File: src/rtl/iqft3_engine_seq.sv
// 3-qubit inverse QFT engine: captures one 8-amplitude vector, applies one gate per clock, holds the result until taken.
// Optional macro IQFT_SAT_EN clamps every gate result to the W-bit signed range instead of wrapping.
`ifndef TOTAL_WIDTH
`define TOTAL_WIDTH 8
`endif
module iqft3_engine_seq #(
    parameter int W         = `TOTAL_WIDTH,
    parameter int FRAC      = 4,
    parameter int INV_SQRT2 = 11,
    parameter int COS_PI_4  = 11
) (
    input  logic            clk,
    input  logic            rst,
    input  logic            in_valid,
    output logic            in_ready,
    input  logic [16*W-1:0] in_state,
    output logic            out_valid,
    input  logic            out_ready,
    output logic [16*W-1:0] out_state,
    output logic            busy
);
    localparam int PW = 2*W + 2;
    localparam logic signed [PW-1:0] K_H = PW'(INV_SQRT2);
    localparam logic signed [PW-1:0] K_C = PW'(COS_PI_4);

    typedef enum logic [3:0] {
        S_IDLE, S_SWP, S_H0, S_C10, S_H1, S_C20, S_C21, S_H2, S_OUT
    } state_t;

    state_t            state_q;
    logic              out_valid_q, in_ready_q, busy_q;
    logic [16*W-1:0]   st_q, st_d;
    logic signed [W-1:0] re [8];
    logic signed [W-1:0] im [8];
    logic signed [W-1:0] nre [8];
    logic signed [W-1:0] nim [8];
    int                hq;
    logic              h_en;

    function automatic logic signed [W-1:0] fit(input logic signed [PW-1:0] v);
`ifdef IQFT_SAT_EN
        logic signed [PW-1:0] hi, lo;
        hi = PW'((1 << (W-1)) - 1);
        lo = ~hi;
        if (v > hi)      return hi[W-1:0];
        else if (v < lo) return lo[W-1:0];
        else             return v[W-1:0];
`else
        return v[W-1:0];
`endif
    endfunction

    // ((a +/- b) * k) >>> FRAC with a wide intermediate so only the final write-back wraps or clamps
    function automatic logic signed [W-1:0] mulk(input logic signed [W-1:0] a,
                                                 input logic signed [W-1:0] b,
                                                 input logic sub,
                                                 input logic signed [PW-1:0] k);
        logic signed [PW-1:0] s, p;
        s = sub ? (PW'(a) - PW'(b)) : (PW'(a) + PW'(b));
        p = (s * k) >>> FRAC;
        return fit(p);
    endfunction

    function automatic logic signed [W-1:0] negf(input logic signed [W-1:0] a);
        return fit(-PW'(a));
    endfunction

    always_comb begin
        for (int k = 0; k < 8; k++) begin
            re[k] = st_q[2*k*W +: W];
            im[k] = st_q[(2*k+1)*W +: W];
        end
        nre  = re;
        nim  = im;
        hq   = 0;
        h_en = 1'b0;
        case (state_q)
            S_SWP: begin
                nre[1] = re[4]; nim[1] = im[4]; nre[4] = re[1]; nim[4] = im[1];
                nre[3] = re[6]; nim[3] = im[6]; nre[6] = re[3]; nim[6] = im[3];
            end
            S_H0: begin h_en = 1'b1; hq = 0; end
            S_H1: begin h_en = 1'b1; hq = 1; end
            S_H2: begin h_en = 1'b1; hq = 2; end
            S_C10: begin
                nre[3] = im[3]; nim[3] = negf(re[3]);
                nre[7] = im[7]; nim[7] = negf(re[7]);
            end
            S_C20: begin
                nre[5] = mulk(re[5], im[5], 1'b0, K_C); nim[5] = mulk(im[5], re[5], 1'b1, K_C);
                nre[7] = mulk(re[7], im[7], 1'b0, K_C); nim[7] = mulk(im[7], re[7], 1'b1, K_C);
            end
            S_C21: begin
                nre[6] = im[6]; nim[6] = negf(re[6]);
                nre[7] = im[7]; nim[7] = negf(re[7]);
            end
            default: ;
        endcase
        if (h_en) begin
            for (int k = 0; k < 8; k++) begin
                if (((k >> hq) & 1) == 0) begin
                    nre[k]            = mulk(re[k], re[k | (1 << hq)], 1'b0, K_H);
                    nim[k]            = mulk(im[k], im[k | (1 << hq)], 1'b0, K_H);
                    nre[k | (1 << hq)] = mulk(re[k], re[k | (1 << hq)], 1'b1, K_H);
                    nim[k | (1 << hq)] = mulk(im[k], im[k | (1 << hq)], 1'b1, K_H);
                end
            end
        end
        st_d = st_q;
        for (int k = 0; k < 8; k++) begin
            st_d[2*k*W +: W]     = nre[k];
            st_d[(2*k+1)*W +: W] = nim[k];
        end
        if (state_q == S_IDLE && in_valid && in_ready_q) st_d = in_state;
    end

    always_ff @(posedge clk or posedge rst) begin
        if (rst) begin
            state_q     <= S_IDLE;
            out_valid_q <= 1'b0;
            in_ready_q  <= 1'b1;
            busy_q      <= 1'b0;
            st_q        <= '0;
        end else begin
            st_q <= st_d;
            case (state_q)
                S_IDLE: if (in_valid && in_ready_q) begin
                    state_q    <= S_SWP;
                    in_ready_q <= 1'b0;
                    busy_q     <= 1'b1;
                end
                S_SWP: state_q <= S_H0;
                S_H0:  state_q <= S_C10;
                S_C10: state_q <= S_H1;
                S_H1:  state_q <= S_C20;
                S_C20: state_q <= S_C21;
                S_C21: state_q <= S_H2;
                S_H2: begin
                    state_q     <= S_OUT;
                    out_valid_q <= 1'b1;
                end
                S_OUT: if (out_ready) begin
                    state_q     <= S_IDLE;
                    out_valid_q <= 1'b0;
                    in_ready_q  <= 1'b1;
                    busy_q      <= 1'b0;
                end
                default: begin
                    state_q     <= S_IDLE;
                    out_valid_q <= 1'b0;
                    in_ready_q  <= 1'b1;
                    busy_q      <= 1'b0;
                end
            endcase
        end
    end

    assign in_ready  = in_ready_q;
    assign out_valid = out_valid_q;
    assign busy      = busy_q;
    assign out_state = st_q;
endmodule

File: config.mk
export PLATFORM = sky130hd
export DESIGN_NAME = iqft3_engine_seq
export DESIGN_NICKNAME = d
export VERILOG_FILES = /design/src/rtl/iqft3_engine_seq.sv
export SDC_FILE = /design/constraint.sdc
export NUM_CORES = 2
export LEC_CHECK = 0
export CORE_MARGIN = 2
export CORE_UTILIZATION = 47
export CTS_CLUSTER_DIAMETER = 40
export DETAILED_ROUTE_END_ITERATION = 10
export PLACE_DENSITY_LB_ADDON = 0.25
export SLEW_MARGIN = 0
export SYNTH_ARGS = -nofsm -noshare
export SYNTH_HDL_FRONTEND = slang
export SYNTH_SLANG_ARGS = --single-unit
export TNS_END_PERCENT = 30
File: constraint.sdc
create_clock -name clk -period 8.4 [get_ports clk]
set_input_delay 1.26 -clock clk [delete_from_list [all_inputs] [get_ports clk]]
set_output_delay 1.26 -clock clk [all_outputs]
set_load 0.03 [all_outputs]
==> flow_summary.toml <==
[cts]
cts-buffers-inserted = 17
cts_setup_buffers = 0
htree_num_levels = 4
numClockSinks = 135
cts-root-buf = "sky130_fd_sc_hd__clkbuf_16"
clock_tree.buffer_depth = 2
clk_pin_slew_worst_paths_ps = 70
post_cts_resized = 0
ctsHoldBuffers = 0
clk_latency_ps = 510
clock_tree_from_tritoncts = "yes"

[detailed_routing]
final_antenna_net_count = 0
drc = 0
firstDrtPassIters = 10
drt-vias-per-instance = 5.94
routed-via-count = 46552
drt_iter0_markers = 4409
topRoutingLayerUsed = "met5"
wl_met1_mm = 77.3
totalWireLength_mm = 186
dr_wl_met3_mm = 20.9
wl_per_cell_um = 23.8
wl_met2_mm = 77.9

[worst_setup_path]
critPathLaunchType = "flip-flop"
critPathKind = "reg -> reg"
slowest_stage = "sky130_fd_sc_hd__a2111oi_1"
end_kind = "flip-flop"
worstPathMaxFanout = 52
critPathRequiredTime_ps = 8800
slowest_delay_ps = 760
endpoint_arrival_time_on_the_critical_path_ps = 8470

[layout]
syn_to_final_growth_pct = 10.7
fillCellCount = 9849
design.final.nets = 7700
drive_gt1_frac = 0.0508

[global_route]
grt_antenna_before_repair = 12
grt_usage = 0.352
grt_max_degree = 117
globalRouteOverflowTotal = 0
grt_pass1_wl_mm = 275
vias_in_the_first_global_route = 44084

[synthesis]
postSynthAreaPerCell_um2 = 7.57
postSynthCellCount = 6309
synthesis.nets = 7542
async_sr_flop_fraction = 1.00
yosysMostFrequentCell = "sky130_fd_sc_hd__inv_1"
ys_types = 107
netlist.area_leader.share = 0.236
synth_seq_cells = 135
synth-edff-count = 0
synth.yosys.warnings = 0
dominantRegCellSynth = "sky130_fd_sc_hd__dfrtp_1"
netlist_top_cells_area = "sky130_fd_sc_hd__ha_1 24%, sky130_fd_sc_hd__inv_1 9.1%, sky130_fd_sc_hd__fa_1 8.4%"
synth_top_cell_by_area = "sky130_fd_sc_hd__ha_1"
post_synth_instance_area_mm2 = 0.0478
fraction_of_the_yosys_area_taken_by_sequential_cells = 0.0708
synth_commonest_cells = "1153 x sky130_fd_sc_hd__inv_1, 901 x sky130_fd_sc_hd__ha_1, 504 x sky130_fd_sc_hd__nor2_1"

[floorplanning]
standard_cell_row_count = 116
design.die.area_mm2 = 0.104
die_height_um = 323
pin_count = 263
die_w_um = 323
placeableCoreArea_mm2 = 0.100
initial_core_util = 0.475

[place]
place.detailed.hpwl_mm = 150
io_buffer_count = 262
gp_routability_congestion = 1.03

[timing]
slew_violations = 0
timing_worst_slew_pin_value_ps = 1370
final.setup.tns_ps = 0
finalCriticalPeriod_ps = 8080
final-hold-violation-count = 0
rsz_0062_raised_after_global_routing = "false"
timing.final.setup_violations = 0
skew_ps = 15.1
post-route-period-util = 0.961
achievable-frequency_ghz = 0.124
slew_headroom = 0.0813

[run_status]
outcome = "complete, no violations"

[min_path]
timing.hold.worst.class = "reg -> reg"

[flow_run]
drv_cap = 0
## per-stage QoR
stage               std cells  setup WS (ps)  instance area [µm²]  utilization  hold WS, ps
global placement         7805            750                52200        0.520          540
floorplan                6309            303                47800            -          552
detailed placement       7805            648                52200        0.520          556
finish                   7843            324                52900        0.526          554
CTS                      7837            618                52800        0.526          557
global route             7837           55.4                52800        0.526          574
## area by class of cell
class	instances	area, µm²	share of cell area
diodes	6	15.0	0.000284
clock buffers	21	460	0.00871
clock inverters	11	196	0.00372
inverters	1155	4340	0.0821
multi-input cells	4775	39200	0.741
flip-flops and latches	135	3380	0.0639
well taps	1357	1700	0.0321
repair buffers	383	3580	0.0678
## layer usage
| layer | GRT usage | vias to the layer above |
|---|---|---|
| met1 | 0.467 | 21946 |
| met4 | 0.161 | 8 |
| met5 | 0 | - |
| li1 | - | 21722 |
| met3 | 0.0912 | 512 |
| met2 | 0.533 | 2364 |
## placed cells by master, fill, tap and decap left out, drive strengths merged, types with 29 or more instances in the layout
| cell | n |
|---|---|
| inv | 1156 |
| ha | 901 |
| nor2 | 505 |
| nand2 | 391 |
| xnor2 | 377 |
| a21oi | 374 |
| o21ai | 343 |
| clkdlybuf4s50 | 262 |
| fa | 200 |
| xor2 | 176 |
| nor3 | 146 |
| dfrtp | 134 |
| buf | 121 |
| mux2i | 101 |
| mux2 | 74 |
| nor2b | 71 |
| a211oi | 71 |
| a21o | 66 |
| nand3 | 66 |
| nand2b | 62 |
| o21a | 62 |
| o21bai | 53 |
| or3 | 52 |
| o211ai | 52 |
| o22ai | 49 |
| o221ai | 37 |
| a31oi | 32 |
| a22o | 31 |
| a221oi | 29 |
## registers in the layout, indices dropped and copies added, names as in the netlist
name,count
out_state,128
state_q,4
busy,1
in_ready,1
out_valid,1
## worst max-delay path, delay by kind of cell, from the launching register on
kind	cells	cell delay [ps]
compound gates	9	2610
fa+ha+maj	6	2260
simple gates	8	1440
buf+inv	4	760
xor+xnor	2	400
flops	1	390
## kinds of logic (layout without fill, tap and decap cells)
group,count (synthesis),count (layout),share of synthesized area
AOI/OAI and AO/OA,1446,1446,0.201
buffers and inverters,1399,1570,0.111
other,0,6,0
DFF,135,135,0.0708
adders and majority gates,1101,1101,0.320
xor gates and xnor gates,558,558,0.104
muxes,191,191,0.0462
and+or+nand+nor,1479,1479,0.147
## final timing paths
| path | from | end | slack [ps] | cells past startpoint |
|---|---|---|---|---|
| min reg2reg | in_ready$_DFFE_PP1P_ | in_ready$_DFFE_PP1P_ | 550 | 2 |
| max reg2reg | state_q[1]$_DFFE_PP0P_ | out_state[125]$_DFF_PP0_ | 320 | 29 |
| max | state_q[1]$_DFFE_PP0P_ | out_state[125]$_DFF_PP0_ | 320 | 29 |
| min | in_ready$_DFFE_PP1P_ | in_ready$_DFFE_PP1P_ | 550 | 2 |
| min in group asynchronous | rst | out_state[37]$_DFFE_PP0P_ | 1330 | 2 |
| max in group asynchronous | rst | out_state[90]$_DFF_PP0_ | 5590 | 3 |
Power is not shown: default switching activity piles up to over one toggle a cycle in this logic, so the estimate is an artifact.
